[src/rtl/cpu_session_ctrl.sv]
// Session sequencer for the CPU top level: streams instruction and data memory
// images in, runs the core for a fixed number of cycles, then streams a data region out.
module cpu_session_ctrl #(
    parameter int IMEM_WORDS = 128,
    parameter int DMEM_WORDS = 256,
    parameter int CYCLE_W    = 32
) (
    input  logic               clk,
    input  logic               arst_n,
    input  logic               start,
    input  logic [15:0]        imem_len,
    input  logic [15:0]        dmem_len,
    input  logic [CYCLE_W-1:0] run_cycles,
    input  logic [15:0]        dump_len,
    input  logic               in_valid,
    output logic               in_ready,
    input  logic [63:0]        in_data,
    output logic               out_valid,
    input  logic               out_ready,
    output logic [63:0]        out_data,
    output logic               cpu_rst_n,
    output logic               cpu_enable,
    output logic [63:0]        addr_ext,
    output logic               wen_ext,
    output logic               ren_ext,
    output logic [31:0]        wdata_ext,
    output logic [63:0]        addr_ext_2,
    output logic               wen_ext_2,
    output logic               ren_ext_2,
    output logic [63:0]        wdata_ext_2,
    input  logic [63:0]        rdata_ext_2,
    output logic               busy,
    output logic               done
);

    typedef enum logic [2:0] {
        IDLE,
        LOAD_I,
        LOAD_D,
        RUN,
        DUMP_RD,
        DUMP_CAP,
        DUMP_OUT,
        DONE
    } state_t;

    state_t             state_reg, state_next;
    logic [15:0]        cnt_reg, cnt_next;
    logic [15:0]        imem_len_reg, imem_len_next;
    logic [15:0]        dmem_len_reg, dmem_len_next;
    logic [15:0]        dump_len_reg, dump_len_next;
    logic [CYCLE_W-1:0] run_cnt_reg, run_cnt_next;
    logic [63:0]        out_data_reg, out_data_next;
    logic               cpu_rst_n_reg;
    logic               cpu_enable_reg;

    logic [15:0] imem_clamped, dmem_clamped, dump_clamped;

    assign imem_clamped = (imem_len > 16'(IMEM_WORDS)) ? 16'(IMEM_WORDS) : imem_len;
    assign dmem_clamped = (dmem_len > 16'(DMEM_WORDS)) ? 16'(DMEM_WORDS) : dmem_len;
    assign dump_clamped = (dump_len > 16'(DMEM_WORDS)) ? 16'(DMEM_WORDS) : dump_len;

    // First phase, in session order, whose length is nonzero; DONE if none remain.
    function automatic state_t pick_phase(input logic i_nz, input logic d_nz,
                                          input logic r_nz, input logic u_nz);
        if (i_nz)      return LOAD_I;
        else if (d_nz) return LOAD_D;
        else if (r_nz) return RUN;
        else if (u_nz) return DUMP_RD;
        else           return DONE;
    endfunction

    always_comb begin
        state_next    = state_reg;
        cnt_next      = cnt_reg;
        imem_len_next = imem_len_reg;
        dmem_len_next = dmem_len_reg;
        dump_len_next = dump_len_reg;
        run_cnt_next  = run_cnt_reg;
        out_data_next = out_data_reg;
        case (state_reg)
            IDLE, DONE: begin
                if (start) begin
                    imem_len_next = imem_clamped;
                    dmem_len_next = dmem_clamped;
                    dump_len_next = dump_clamped;
                    run_cnt_next  = run_cycles;
                    cnt_next      = '0;
                    state_next    = pick_phase(imem_clamped != '0, dmem_clamped != '0,
                                               run_cycles != '0, dump_clamped != '0);
                end
            end
            LOAD_I: begin
                if (in_valid) begin
                    if (cnt_reg == imem_len_reg - 16'd1) begin
                        cnt_next   = '0;
                        state_next = pick_phase(1'b0, dmem_len_reg != '0,
                                                run_cnt_reg != '0, dump_len_reg != '0);
                    end else begin
                        cnt_next = cnt_reg + 16'd1;
                    end
                end
            end
            LOAD_D: begin
                if (in_valid) begin
                    if (cnt_reg == dmem_len_reg - 16'd1) begin
                        cnt_next   = '0;
                        state_next = pick_phase(1'b0, 1'b0,
                                                run_cnt_reg != '0, dump_len_reg != '0);
                    end else begin
                        cnt_next = cnt_reg + 16'd1;
                    end
                end
            end
            RUN: begin
                // Leaving as the counter hits its last unit makes RUN last exactly run_cycles cycles.
                run_cnt_next = run_cnt_reg - CYCLE_W'(1);
                if (run_cnt_reg <= CYCLE_W'(1)) begin
                    state_next = pick_phase(1'b0, 1'b0, 1'b0, dump_len_reg != '0);
                end
            end
            DUMP_RD: begin
                state_next = DUMP_CAP;
            end
            DUMP_CAP: begin
                out_data_next = rdata_ext_2;
                state_next    = DUMP_OUT;
            end
            DUMP_OUT: begin
                if (out_ready) begin
                    if (cnt_reg == dump_len_reg - 16'd1) begin
                        cnt_next   = '0;
                        state_next = DONE;
                    end else begin
                        cnt_next   = cnt_reg + 16'd1;
                        state_next = DUMP_RD;
                    end
                end
            end
            default: begin
                state_next = IDLE;
            end
        endcase
    end

    always_ff @(posedge clk or negedge arst_n) begin
        if (!arst_n) begin
            state_reg      <= IDLE;
            cnt_reg        <= '0;
            imem_len_reg   <= '0;
            dmem_len_reg   <= '0;
            dump_len_reg   <= '0;
            run_cnt_reg    <= '0;
            out_data_reg   <= '0;
            cpu_rst_n_reg  <= 1'b0;
            cpu_enable_reg <= 1'b0;
        end else begin
            state_reg      <= state_next;
            cnt_reg        <= cnt_next;
            imem_len_reg   <= imem_len_next;
            dmem_len_reg   <= dmem_len_next;
            dump_len_reg   <= dump_len_next;
            run_cnt_reg    <= run_cnt_next;
            out_data_reg   <= out_data_next;
            // Core is held in reset while its memories are being written, so it starts at PC 0.
            cpu_rst_n_reg  <= !(state_next inside {IDLE, LOAD_I, LOAD_D});
            cpu_enable_reg <= (state_next == RUN);
        end
    end

    assign in_ready    = (state_reg == LOAD_I) || (state_reg == LOAD_D);
    assign wen_ext     = (state_reg == LOAD_I) && in_valid;
    assign ren_ext     = 1'b0;
    assign addr_ext    = (state_reg == LOAD_I) ? {46'd0, cnt_reg, 2'b00} : '0;
    assign wdata_ext   = (state_reg == LOAD_I) ? in_data[31:0] : '0;

    assign wen_ext_2   = (state_reg == LOAD_D) && in_valid;
    assign ren_ext_2   = (state_reg == DUMP_RD);
    assign addr_ext_2  = ((state_reg == LOAD_D) || (state_reg == DUMP_RD)) ?
                         {45'd0, cnt_reg, 3'b000} : '0;
    assign wdata_ext_2 = (state_reg == LOAD_D) ? in_data : '0;

    assign out_valid   = (state_reg == DUMP_OUT);
    assign out_data    = out_data_reg;
    assign cpu_rst_n   = cpu_rst_n_reg;
    assign cpu_enable  = cpu_enable_reg;
    assign busy        = (state_reg != IDLE) && (state_reg != DONE);
    assign done        = (state_reg == DONE);

endmodule

[config.mk]
export PLATFORM = sky130hd
export DESIGN_NAME = cpu_session_ctrl
export DESIGN_NICKNAME = d
export VERILOG_FILES = /design/src/rtl/cpu_session_ctrl.sv
export SDC_FILE = /design/constraint.sdc
export NUM_CORES = 1
export LEC_CHECK = 0
export BUFFER_PORTS_ARGS = -buffer_cell sky130_fd_sc_hd__buf_2
export CORE_AREA = 3 3 196 198
export CTS_BUF_LIST = sky130_fd_sc_hd__clkbuf_4 sky130_fd_sc_hd__clkbuf_8 sky130_fd_sc_hd__clkbuf_16
export DETAILED_ROUTE_END_ITERATION = 6
export DIE_AREA = 0 0 199 201
export PLACE_DENSITY = 0.51
export SETUP_SLACK_MARGIN = 0.2
export SLEW_MARGIN = 20
export SYNTH_ARGS = -nofsm -noshare
export SYNTH_HDL_FRONTEND = slang
export SYNTH_SLANG_ARGS = --single-unit
[constraint.sdc]
create_clock -name clk -period 9.8 [get_ports clk]
set_input_delay 1.96 -clock clk [delete_from_list [all_inputs] [get_ports clk]]
set_output_delay 1.96 -clock clk [all_outputs]
set_load 0.005 [all_outputs]
==> reports/qor.txt, run 1 <==
======================================================================================
Result of the run .......................................................    completed
Combinational cell fraction of total power ..............................        45.7%
Final-report hold violation count .......................................            0
Max cap viols ...........................................................            0
Routed Wire Length ......................................................     43040 um
Top cells by area, synth ................................................ sky130_fd_sc_hd__dfrtp_1, sky130_fd_sc_hd__buf_4, sky130_fd_sc_hd__mux2_2
Top FF cell, synth ...................................................... sky130_fd_sc_hd__dfrtp_1
Number of cells on the worst reg-to-reg path ............................            9
Flop pwr share ..........................................................        34.2%
Die W ...................................................................       199 um
Clock skew ..............................................................     9.649 ps
Root buffer selected by CTS ............................................. sky130_fd_sc_hd__clkbuf_16
Distinct cell type count after synthesis ................................           69
Fin nets ................................................................         1767
Flip-flop count of the largest register, all copies and words added .....           64
Max Slew Vio Count ......................................................            0
Slew at the pin closest to its max-slew limit ...........................      1028 ps
Critical Path RT ........................................................      7840 ps
Postcts setup bufs ......................................................            0
Number of enable-type register cells in the synthesized netlist .........            0
Weighted congestion reported at the end of routability-driven placement .       0.8673
Clock power share .......................................................        20.0%
Vias in the first global route ..........................................         9541
DP HPWL .................................................................     33300 um
Startpoint of the lowest-slack register-to-register path ................ dmem_len_reg[6]
Number of antenna violations at the first check in global routing .......            6
Proportion of total power due to net switching ..........................       42.07%
Arr. time, crit path ....................................................      2830 ps
Clock Pin Slew Worst Setup and Hold Paths ...............................        70 ps
Leakage power figure ....................................................     6.704 nW
Filler instances ........................................................         3866
Max Clock Freq ..........................................................   0.2088 GHz
Violation count after the first detailed-route iteration ................          706
Hold_sp ................................................................. run_cnt_reg[15]
Port Buffer Count .......................................................          413
Switching power total ...................................................   0.001388 W
Die H ...................................................................       201 um
Yosys Warn Count ........................................................            0
Total of flip-flops plus latches after synthesis ........................          165
CP Launch Type ..........................................................         flop
Post-route cell area ....................................................   13410 um^2
Post-synthesis average cell area ........................................   9.044 um^2
Power density normalized to cell area ................................... 246.1 nW/um^2
Reg-to-reg slack, setup .................................................      5630 ps
Std-Cell Core Area ......................................................   36700 um^2
Most numerous cell in the Yosys netlist ................................. sky130_fd_sc_hd__dfrtp_1
Worst setup path end .................................................... addr_ext_2[7]
Count of instances resized after the clock tree is built ................            0
Core utilization of the finished layout .................................       36.53%
Number of clock buffers inserted by TritonCTS ...........................           17
Setup repair after global routing missed its margin .....................        false
DRT Pass-1 Iters ........................................................            5
Die outline area ........................................................   40000 um^2
Post-synthesis instance area ............................................   10740 um^2
Min Clock Period, post-route ............................................      4788 ps
Total global routing track utilization ..................................       20.57%
Detailed-route wire length per cell .....................................     21.20 um
Maximum fanout along the worst path .....................................           71
Number of core rows .....................................................           70
Number of buffers on the longest clock path .............................            2
Min-delay worst type .................................................... flop to flop
Largest net degree at the start of global routing .......................           77
Worst reg2reg path endpoint .............................................   cnt_reg[5]
Internal Power ..........................................................   0.001912 W
Final clock period utilization by the worst path ........................       48.86%
Number of clock sinks ...................................................          165
Number of vias in the routed layout .....................................        10250
Sequential cell area fraction in the yosys report .......................       38.43%
Most instantiated cells after synthesis ................................. sky130_fd_sc_hd__dfrtp_1, sky130_fd_sc_hd__buf_4, sky130_fd_sc_hd__nand2_1
Total instance count after detailed placement ...........................         1996
Yosys top cell area share ...............................................       38.43%
Slew headroom ...........................................................       30.51%
Proportion of synthesized flip-flops having asynchronous set or reset ...       100.0%
Top-level I/O count .....................................................          511
Final ANT Viol Nets .....................................................            0
Final setup violating endpoints .........................................            0
Global-route wire length before repair ..................................     61730 um
Fraction of final layout cells sized beyond drive strength 1 ............       34.59%
Post-layout instance count excluding filler cells .......................         2030
Via density per instance ................................................        5.049
Starting utilization of the core area ...................................       29.28%
Synth-to-layout area growth .............................................       24.78%
Placed inst area ........................................................   12820 um^2
Maximum VDD drop ........................................................    0.1568 mV
Fin Setup TNS ...........................................................         0 ps
Post-synthesis instance total ...........................................         1188
Final global-route overflow total .......................................            0
Clock latency reported for the late side of the worst-skew pair .........       440 ps
Sort of element at the end of the critical path ......................... primary output
Quantity of hold-fixing buffers added after cts .........................            0
Cell accounting for the most synthesized area ........................... sky130_fd_sc_hd__dfrtp_1
CTS tree ................................................................         done
Worst Setup SP .......................................................... state_reg[2]
Kind of critical path ................................................... flop to primary output
H-tree depth ............................................................            4
Count of unresolved DRC violations after routing ........................            0
======================================================================================
[cell families (layout without fill, tap and decap cells)]
family          after synthesis  after routing  synth area share (%)
simple gates                480            480                 24.61
xor+xnor                     58             58                 4.728
other cells                   1             98               0.03490
mux                          66             66                 6.894
buf+inv                     205            482                 10.70
compound gates              207            207                 13.90
flops                       165            165                 38.43
fa+ha+maj                     6              6                0.6987
[power by group through the flow]
stage | clock (W) | combinational (W) | sequential (W)
finish | 0.000661 | 0.00151 | 0.00113
global route | 0.000708 | 0.00166 | 0.00117
CTS | 0.000675 | 0.00150 | 0.00113
detailed placement | 0 | 0.00149 | 0.00114
global placement | 0 | 0.00148 | 0.00114
floorplan | 0 | 0.000967 | 0.00105
[cell type report]
| class | count | area [um^2] | share of cell area (%) |
|---|---|---|---|
| Multi-Input combinational cell | 914 | 5866 | 43.75 |
| Sequential cell | 165 | 4129 | 30.80 |
| Timing Repair Buffer | 422 | 2161 | 16.12 |
| Tap cell | 468 | 585.6 | 4.368 |
| Clock buffer | 18 | 439.2 | 3.276 |
| Clock inverter | 14 | 118.9 | 0.8866 |
| Inverter | 28 | 105.1 | 0.7839 |
| Antenna cell | 1 | 2.502 | 0.01867 |
[layout by cell type, fill, tap and decap left out, types with 5 or more instances in the layout]
cell type and instances:
sky130_fd_sc_hd__a211oi_1 15, sky130_fd_sc_hd__a21oi_1 40, sky130_fd_sc_hd__a221o_1 5, sky130_fd_sc_hd__a22o_1 16, sky130_fd_sc_hd__a311oi_1 6, sky130_fd_sc_hd__a31oi_1 8, sky130_fd_sc_hd__and2_1 71, sky130_fd_sc_hd__and3_1 74
sky130_fd_sc_hd__buf_2 412, sky130_fd_sc_hd__buf_4 8, sky130_fd_sc_hd__clkbuf_16 17, sky130_fd_sc_hd__conb_1 97, sky130_fd_sc_hd__dfrtp_1 165, sky130_fd_sc_hd__ha_1 6, sky130_fd_sc_hd__inv_1 27, sky130_fd_sc_hd__inv_6 5
sky130_fd_sc_hd__mux2_2 64, sky130_fd_sc_hd__nand2_1 81, sky130_fd_sc_hd__nand2b_1 13, sky130_fd_sc_hd__nand3_1 22, sky130_fd_sc_hd__nand3b_1 5, sky130_fd_sc_hd__nand4_1 9, sky130_fd_sc_hd__nor2_1 55, sky130_fd_sc_hd__nor2b_1 21
sky130_fd_sc_hd__nor3_1 43, sky130_fd_sc_hd__nor4_1 36, sky130_fd_sc_hd__o211ai_1 11, sky130_fd_sc_hd__o21ai_0 34, sky130_fd_sc_hd__o21bai_1 9, sky130_fd_sc_hd__o22ai_1 5, sky130_fd_sc_hd__o2bb2ai_1 8, sky130_fd_sc_hd__o311ai_0 5
sky130_fd_sc_hd__o31ai_1 8, sky130_fd_sc_hd__o41ai_1 5, sky130_fd_sc_hd__or2_2 6, sky130_fd_sc_hd__or3_1 11, sky130_fd_sc_hd__or4_1 14, sky130_fd_sc_hd__xnor2_1 39, sky130_fd_sc_hd__xor2_1 19
[metrics by stage]
step	worst slack, ps	power [W]	hold slack, ps
floorplan	5728	0.002021	437.6
global placement	5259	0.002617	460.8
detailed placement	5256	0.002633	459.1
CTS	4991	0.003301	477.2
global route	4761	0.003529	493.0
finish	5012	0.003300	482.7
[critical path, cell delays in order, from the launching register on]
cell,delay [ps]
sky130_fd_sc_hd__dfrtp_1,690
sky130_fd_sc_hd__inv_2,540
sky130_fd_sc_hd__nor3_1,430
sky130_fd_sc_hd__nor2_1,90
sky130_fd_sc_hd__buf_4,240
sky130_fd_sc_hd__nor2_1,220
sky130_fd_sc_hd__buf_2,160
[how the worst min path moves through the flow]
stage          slack [ps]  depth (start not counted)         endpoint
6_report              480                          1  run_cnt_reg[15]
5_1_grt               490                          1  run_cnt_reg[15]
4_1_cts               480                          1  run_cnt_reg[15]
3_5_place_dp          460                          1  run_cnt_reg[15]
3_3_place_gp          460                          1  run_cnt_reg[15]
2_1_floorplan         440                          1  run_cnt_reg[15]
[metal layers]
layer	part of all wire, %	GRT usage, %
met1	46	29.03
met2	47	32.77
met3	6.0	4.112
met4	1.3	4.192
met5	0.030	0
No activity file was read; power rests on OpenSTA's default activity.
==> inputs of run 2 (changes only) <==
--- a/config.mk
+++ b/config.mk
@@ -6,11 +6,11 @@
 export NUM_CORES = 1
 export LEC_CHECK = 0
 export BUFFER_PORTS_ARGS = -buffer_cell sky130_fd_sc_hd__buf_2
-export CORE_AREA = 3 3 196 198
+export CORE_AREA = 3 3 199 201
 export CTS_BUF_LIST = sky130_fd_sc_hd__clkbuf_4 sky130_fd_sc_hd__clkbuf_8 sky130_fd_sc_hd__clkbuf_16
 export DETAILED_ROUTE_END_ITERATION = 6
-export DIE_AREA = 0 0 199 201
-export PLACE_DENSITY = 0.51
+export DIE_AREA = 0 0 202 204
+export PLACE_DENSITY = 0.52
 export SETUP_SLACK_MARGIN = 0.2
 export SLEW_MARGIN = 20
 export SYNTH_ARGS = -nofsm -noshare
==> constraint.sdc (replaced) <==
create_clock -name clk -period 4.3 [get_ports clk]
set_input_delay 0.86 -clock clk [delete_from_list [all_inputs] [get_ports clk]]
set_output_delay 0.86 -clock clk [all_outputs]
set_load 0.005 [all_outputs]
==> run 2 against run 1 <==
First-iteration DRC count decreased by 4.0%. Largest power group unchanged. Critical endpoint is now cnt_reg[15]. Utilization decreased by 0.61 points. Flip-flop and latch count unchanged.
==> reports/qor.txt, run 2 (synthesis gave the netlist of run 1 again) <==
======================================================================================
Quantity of hold-fixing buffers added after cts .........................            0   unchanged
Total stage count of the critical path ..................................           12   was 6
Clock Pin Slew Worst Setup and Hold Paths ...............................        70 ps   about the same
Final setup violating endpoints .........................................            0   unchanged
Setup repair after global routing missed its margin .....................        false   unchanged
Reg-to-reg slack, setup .................................................       670 ps   was 5630 ps
Global-route wire length before repair ..................................     60340 um   was 61730 um
Routed met2 length ......................................................     19930 um   was 20290 um
Leakage power figure ....................................................     6.779 nW   was 6.704 nW
Die W ...................................................................       202 um   was 199 um
Count of unresolved DRC violations after routing ........................            0   unchanged
PnR worst setup slack ...................................................     672.1 ps   was 5012 ps
Proportion of total power due to net switching ..........................       41.55%   was 42.07%
Number of buffers on the longest clock path .............................            2   unchanged
Fin nets ................................................................         1779   was 1767
Internal Power ..........................................................   0.004400 W   was 0.001912 W
Number of antenna violations at the first check in global routing .......            0   was 6
Total Power Consumption .................................................   0.007528 W   was 0.003300 W
Critical path, cell by cell ............................................. inv_1 > ha_1 > or4b_1 > or4_1 > o311ai_0 > o22ai_1 > a211oi_1 > a21boi_0 > a21oi_4 > buf_4 > a2bb2oi_2 > o31ai_1   was inv_2 > nor3_1 > nor2_1 > buf_4 > nor2_1 > buf_2
Starting utilization of the core area ...................................       28.46%   was 29.28%
CP Launch Type ..........................................................         flop   unchanged
Flip-flop count of the largest register, all copies and words added .....           64   unchanged
Vias in the first global route ..........................................         9623   was 9541
Sum of met3 wire segment lengths after detailed routing .................      3147 um   was 2576 um
Root buffer selected by CTS ............................................. sky130_fd_sc_hd__clkbuf_16   unchanged
Worst reg2reg path endpoint .............................................  cnt_reg[15]   was cnt_reg[5]
CTS tree ................................................................         done   unchanged
Most frequent cells in the layout ....................................... sky130_fd_sc_hd__buf_2, sky130_fd_sc_hd__dfrtp_1, sky130_fd_sc_hd__conb_1   unchanged
Kind of critical path ................................................... flop to flop   was flop to primary output
Flop pwr share ..........................................................        34.1%   was 34.2%
Clock power share .......................................................        20.6%   was 20.0%
Count of instances resized after the clock tree is built ................            0   unchanged
DRT Pass-1 Iters ........................................................            6   was 5
Max Slew Vio Count ......................................................            0   unchanged
Via density per instance ................................................        4.874   was 5.049
Fin Setup TNS ...........................................................         0 ps   unchanged
Max stage delay cell, worst path ........................................ sky130_fd_sc_hd__or4b_1   was sky130_fd_sc_hd__dfrtp_1
Arr. time, crit path ....................................................      3930 ps   was 2830 ps
Detailed-route wire length per cell .....................................     19.88 um   was 21.20 um
DP HPWL .................................................................     32570 um   was 33300 um
ANT cells ...............................................................            0   was 1
Synth-to-layout area growth .............................................       26.24%   was 24.78%
Final global-route overflow total .......................................            0   unchanged
Clock latency reported for the late side of the worst-skew pair .........       440 ps   about the same
Switching power total ...................................................   0.003128 W   was 0.001388 W
Die outline area ........................................................   41210 um^2   was 40000 um^2
Critical Path RT ........................................................      4610 ps   was 7840 ps
Min-delay worst type .................................................... input port to async pin   was flop to flop
Maximum VDD drop ........................................................    0.2942 mV   was 0.1568 mV
Core utilization of the finished layout .................................       35.92%   was 36.53%
Total global routing track utilization ..................................       18.92%   was 20.57%
Largest net degree at the start of global routing .......................           76   was 77
Worst Setup SP .......................................................... imem_len_reg[0]   was state_reg[2]
Fraction of final layout cells sized beyond drive strength 1 ............       35.09%   was 34.59%
Weighted congestion reported at the end of routability-driven placement .       0.8581   was 0.8673
Worst hold slack after final layout .....................................     431.3 ps   was 482.7 ps
Number of cells on the worst reg-to-reg path ............................           12   was 9
Number of vias in the routed layout .....................................        10160   was 10250
Routed metal-1 wirelength ...............................................     18020 um   was 19600 um
Power density normalized to cell area ................................... 555.0 nW/um^2   was 246.1 nW/um^2
Violation count after the first detailed-route iteration ................          678   was 706
Clock skew ..............................................................     10.60 ps   was 9.649 ps
Min Clock Period, post-route ............................................      3628 ps
Slew headroom ...........................................................       34.76%   was 30.51%
Worst setup slack after placement .......................................     666.7 ps   was 5256 ps
Port Buffer Count .......................................................          413   unchanged
Die H ...................................................................       204 um   was 201 um
Max Clock Freq ..........................................................   0.2756 GHz
Slew at the pin closest to its max-slew limit ...........................     976.2 ps   was 1028 ps
Most common library cell in the layout ignoring fill and taps ........... sky130_fd_sc_hd__buf_2   unchanged
Final-report hold violation count .......................................            0   unchanged
Sort of element at the end of the critical path .........................         flop   was primary output
Final ANT Viol Nets .....................................................            0   unchanged
Routed Wire Length ......................................................     41430 um   was 43040 um
Top-level I/O count .....................................................          511   unchanged
Number of core rows .....................................................           71   was 70
Highest metal layer with signal wires ...................................         met4   was met5
Largest stage delay on the critical path ................................       610 ps   was 690 ps
Startpoint of the lowest-slack register-to-register path ................ imem_len_reg[0]   was dmem_len_reg[6]
Combinational cell fraction of total power ..............................        45.3%   was 45.7%
Postcts setup bufs ......................................................            0   unchanged
Maximum fanout along the worst path .....................................           15   was 71
Max cap viols ...........................................................            0   unchanged
Crit path buf inv count .................................................            2   was 3
Number of clock sinks ...................................................          165   unchanged
Family of cells with the greatest summed delay on the critical path ..... compound AO/OA/AOI/OAI gates   was buffers and inverters
Result of the run .......................................................    completed   unchanged
Final clock period utilization by the worst path ........................       84.37%
Number of clock buffers inserted by TritonCTS ...........................           17   unchanged
Std-Cell Core Area ......................................................   37760 um^2   was 36700 um^2
H-tree depth ............................................................            4   unchanged
======================================================================================
## run 2: cell types whose count changed in the layout (fill, tap and decap cells not counted), moves of 2 or more
cell / change
sky130_fd_sc_hd__inv_6: -3
sky130_fd_sc_hd__clkinv_8: +2
sky130_fd_sc_hd__clkinv_4: +3
sky130_fd_sc_hd__buf_4: +12
sky130_fd_sc_hd__clkinvlp_4: -4
sky130_fd_sc_hd__inv_8: +2
## run 2: worst max-delay path by stage
stage	end	slack, ps
2_1_floorplan	cnt_reg[14]	1070
3_3_place_gp	cnt_reg[14]	760
3_5_place_dp	cnt_reg[15]	670
4_1_cts	cnt_reg[15]	640
5_1_grt	cnt_reg[10]	380
6_report	cnt_reg[15]	670
## run 2: area by class of cell
class	instances	area, um^2
clock buffers	19	446.7
clock inverters	13	138.9
fillers	3967	24190
inverters	28	105.1
multi-input cells	914	5861
flip-flops and latches	165	4129
well taps	511	639.4
repair buffers	434	2243
## run 2: metrics by stage
stage                     area, um^2  cells
after global placement         12970   2052
after detailed placement       12970   2052
after floorplan                11100   1284
after global routing           13560   2084
after CTS                      13560   2084
final                          13560   2084
## run 2: routing by layer
layer	up-vias	global-route usage (%)
met4	0	2.766
met5	-	0
met2	426	31.66
met3	21	4.666
met1	4915	25.42
li1	4795	-
## run 2: power groups by stage
stage	Combinational (W)	Sequential, W	Clock [W]
floorplan	0.00220	0.00240	0
global placement	0.00343	0.00258	0
detailed placement	0.00344	0.00259	0
CTS	0.00345	0.00256	0.00159
global route	0.00377	0.00265	0.00165
finish	0.00341	0.00256	0.00155
==> inputs of run 3 (changes only) <==
==> constraint.sdc (replaced) <==
create_clock -name clk -period 3 [get_ports clk]
set_input_delay 0.6 -clock clk [delete_from_list [all_inputs] [get_ports clk]]
set_output_delay 0.6 -clock clk [all_outputs]
set_load 0.005 [all_outputs]
==> run 3 against run 2 <==
The run now ends with setup timing left. Clock-buffer cell count is 1 lower. Clock power up 44%. Cell area is 6.0% higher. Wire length decreased by 1.5%. Largest power group unchanged. Via count increased by 2.0%.
==> reports/qor.txt, run 3 (synthesis gave the netlist of run 1 again) <==
======================================================================================
Top-level I/O count .....................................................          511   unchanged
Setup repair after global routing missed its margin .....................         true   was false
Vias in the first global route ..........................................         9945   was 9623
Violation count after the first detailed-route iteration ................          750   was 678
Final-report hold violation count .......................................            0   unchanged
Leakage power figure ....................................................     7.250 nW   was 6.779 nW
PnR worst setup slack ...................................................    -97.34 ps   was 672.1 ps
Fin nets ................................................................         1854   was 1779
Maximum VDD drop ........................................................    0.4963 mV   was 0.2942 mV
Sort of element at the end of the critical path .........................         flop   unchanged
Weighted congestion reported at the end of routability-driven placement .       0.8524   was 0.8581
Clock Pin Slew Worst Setup and Hold Paths ...............................        70 ps   about the same
Min Clock Period, post-route ............................................      3097 ps   was 3628 ps
Post-layout instance count excluding filler cells .......................         2160   was 2084
Max cap viols ...........................................................            0   unchanged
Post-route cell area ....................................................   14370 um^2   was 13560 um^2
H-tree depth ............................................................            4   unchanged
Via density per instance ................................................        4.794   was 4.874
Number of clock sinks ...................................................          165   unchanged
Number of buffers on the longest clock path .............................            2   unchanged
CP Launch Type ..........................................................         flop   unchanged
DRT Pass-1 Iters ........................................................            7   was 6
Max Slew Vio Count ......................................................            0   unchanged
Min-delay worst type .................................................... input port to async pin   unchanged
Starting utilization of the core area ...................................       28.46%   unchanged
Slew at the pin closest to its max-slew limit ...........................     675.0 ps   was 976.2 ps
Arr. time, crit path ....................................................      3420 ps   was 3930 ps
Number of vias in the routed layout .....................................        10360   was 10160
Routed Wire Length ......................................................     40820 um   was 41430 um
Final setup violating endpoints .........................................           16   was 0
Final global-route overflow total .......................................            0   unchanged
DP HPWL .................................................................     32320 um   was 32570 um
Kind of critical path ................................................... flop to flop   unchanged
Reg-to-reg slack, setup .................................................      -100 ps   was 670 ps
Total instance count after detailed placement ...........................         2121   was 2052
Power density normalized to cell area ................................... 786.6 nW/um^2   was 555.0 nW/um^2
Std-Cell Core Area ......................................................   37760 um^2   unchanged
Detailed-route wire length per cell .....................................     18.90 um   was 19.88 um
Number of antenna violations at the first check in global routing .......            2   was 0
Number of core rows .....................................................           71   unchanged
Slew headroom ...........................................................       54.62%   was 34.76%
Flip-flop count of the largest register, all copies and words added .....           64   unchanged
Fraction of final layout cells sized beyond drive strength 1 ............       39.32%   was 35.09%
Most common library cell in the layout ignoring fill and taps ........... sky130_fd_sc_hd__buf_2   unchanged
Fin Setup TNS ...........................................................    -914.9 ps   was 0 ps
Final ANT Viol Nets .....................................................            0   unchanged
Synth-to-layout area growth .............................................       33.77%   was 26.24%
Port Buffer Count .......................................................          413   unchanged
Die H ...................................................................       204 um   unchanged
Violations in the final reports ......................................... setup timing
Final clock period utilization by the worst path ........................       103.2%   was 84.37%
Most frequent cells in the layout ....................................... sky130_fd_sc_hd__buf_2, sky130_fd_sc_hd__dfrtp_1, sky130_fd_sc_hd__conb_1   unchanged
Total global routing track utilization ..................................       18.69%   was 18.92%
Placed inst area ........................................................   13580 um^2   was 12970 um^2
Result of the run ....................................................... finished, violations left   was completed
Max Clock Freq ..........................................................   0.3229 GHz   was 0.2756 GHz
Count of unresolved DRC violations after routing ........................            0   unchanged
Clock latency reported for the late side of the worst-skew pair .........       450 ps   was 440 ps
CTS tree ................................................................         done   unchanged
Clock skew ..............................................................     12.68 ps   was 10.60 ps
Largest net degree at the start of global routing .......................           68   was 76
Filler instances ........................................................         3874   was 3967
Number of clock buffers inserted by TritonCTS ...........................           17   unchanged
Root buffer selected by CTS ............................................. sky130_fd_sc_hd__clkbuf_16   unchanged
Critical Path RT ........................................................      3320 ps   was 4610 ps
Die W ...................................................................       202 um   unchanged
Global-route wire length before repair ..................................     59480 um   was 60340 um
Die outline area ........................................................   41210 um^2   unchanged
Maximum fanout along the worst path .....................................            9   was 15
======================================================================================
-- run 3: layout make-up --
cell class	count	area (um^2)	share of cell area (%)
well taps	511	639.4	4.449
repair buffers	509	2888	20.09
inverters	28	108.9	0.7574
clock buffers	18	432.9	3.012
clock inverters	14	163.9	1.140
flip-flops and latches	165	4129	28.73
multi-input cells	914	6008	41.80
diodes	1	2.502	0.01741
-- run 3: path summary, 6_finish.rpt --
kind,end,depth (start not counted),from
max in group asynchronous,run_cnt_reg[2],2,arst_n
max reg2reg,cnt_reg[15],10,dmem_len_reg[12]
min in group clk,out_data[41],2,rdata_ext_2[41]
min,out_data[0],1,arst_n
max,cnt_reg[15],10,dmem_len_reg[12]
min reg2reg,run_cnt_reg[15],1,run_cnt_reg[15]
-- run 3: metrics by stage --
step | util (%) | hold WS (ps) | setup WS (ps) | power [W]
floorplan | - | 304.4 | -48.55 | 0.006623
global placement | 35.96 | 469.7 | -55.91 | 0.008845
detailed placement | 35.96 | 469.8 | -91.43 | 0.008913
CTS | 37.77 | 129.8 | -93.17 | 0.01130
global route | 38.07 | 139.6 | -216.2 | 0.01212
finish | 38.07 | 114.2 | -97.34 | 0.01130
-- run 3: worst max-delay path, stage by stage (launching register included) --
cell and delay [ps]:
sky130_fd_sc_hd__dfrtp_1 380, sky130_fd_sc_hd__or3_4 380, sky130_fd_sc_hd__or4_1 470, sky130_fd_sc_hd__a211o_1 300, sky130_fd_sc_hd__a2111oi_4 300, sky130_fd_sc_hd__o2111ai_2 200
sky130_fd_sc_hd__o32a_1 390, sky130_fd_sc_hd__a21oi_4 180, sky130_fd_sc_hd__buf_6 160, sky130_fd_sc_hd__a2bb2oi_2 140, sky130_fd_sc_hd__o31ai_1 90
-- run 3: layer usage --
metal | vias up | GRT usage, % | wire length [um]
met5 | - | 0 | 13
met4 | 2 | 4.934 | 690
met3 | 37 | 5.176 | 2803
met2 | 385 | 29.51 | 18830
met1 | 4981 | 25.32 | 18490
li1 | 4951 | - | -
-- run 3: report_power, final --
| part | internal, W | total (W) | switching [W] |
|---|---|---|---|
| clock network | 0.00119 | 0.00223 | 0.00104 |
| logic | 0.00253 | 0.00545 | 0.00292 |
| registers | 0.00297 | 0.00362 | 0.000655 |
-- run 3: what timing repair did --
action | in CTS | in global routing
cloned | 0 | 0
hold buffers | 0 | 0
pin swaps | 5 | 3
setup buffers | 3 | 3
gates resized for setup | 10 | 14
setup endpoints to repair | 37 | 47
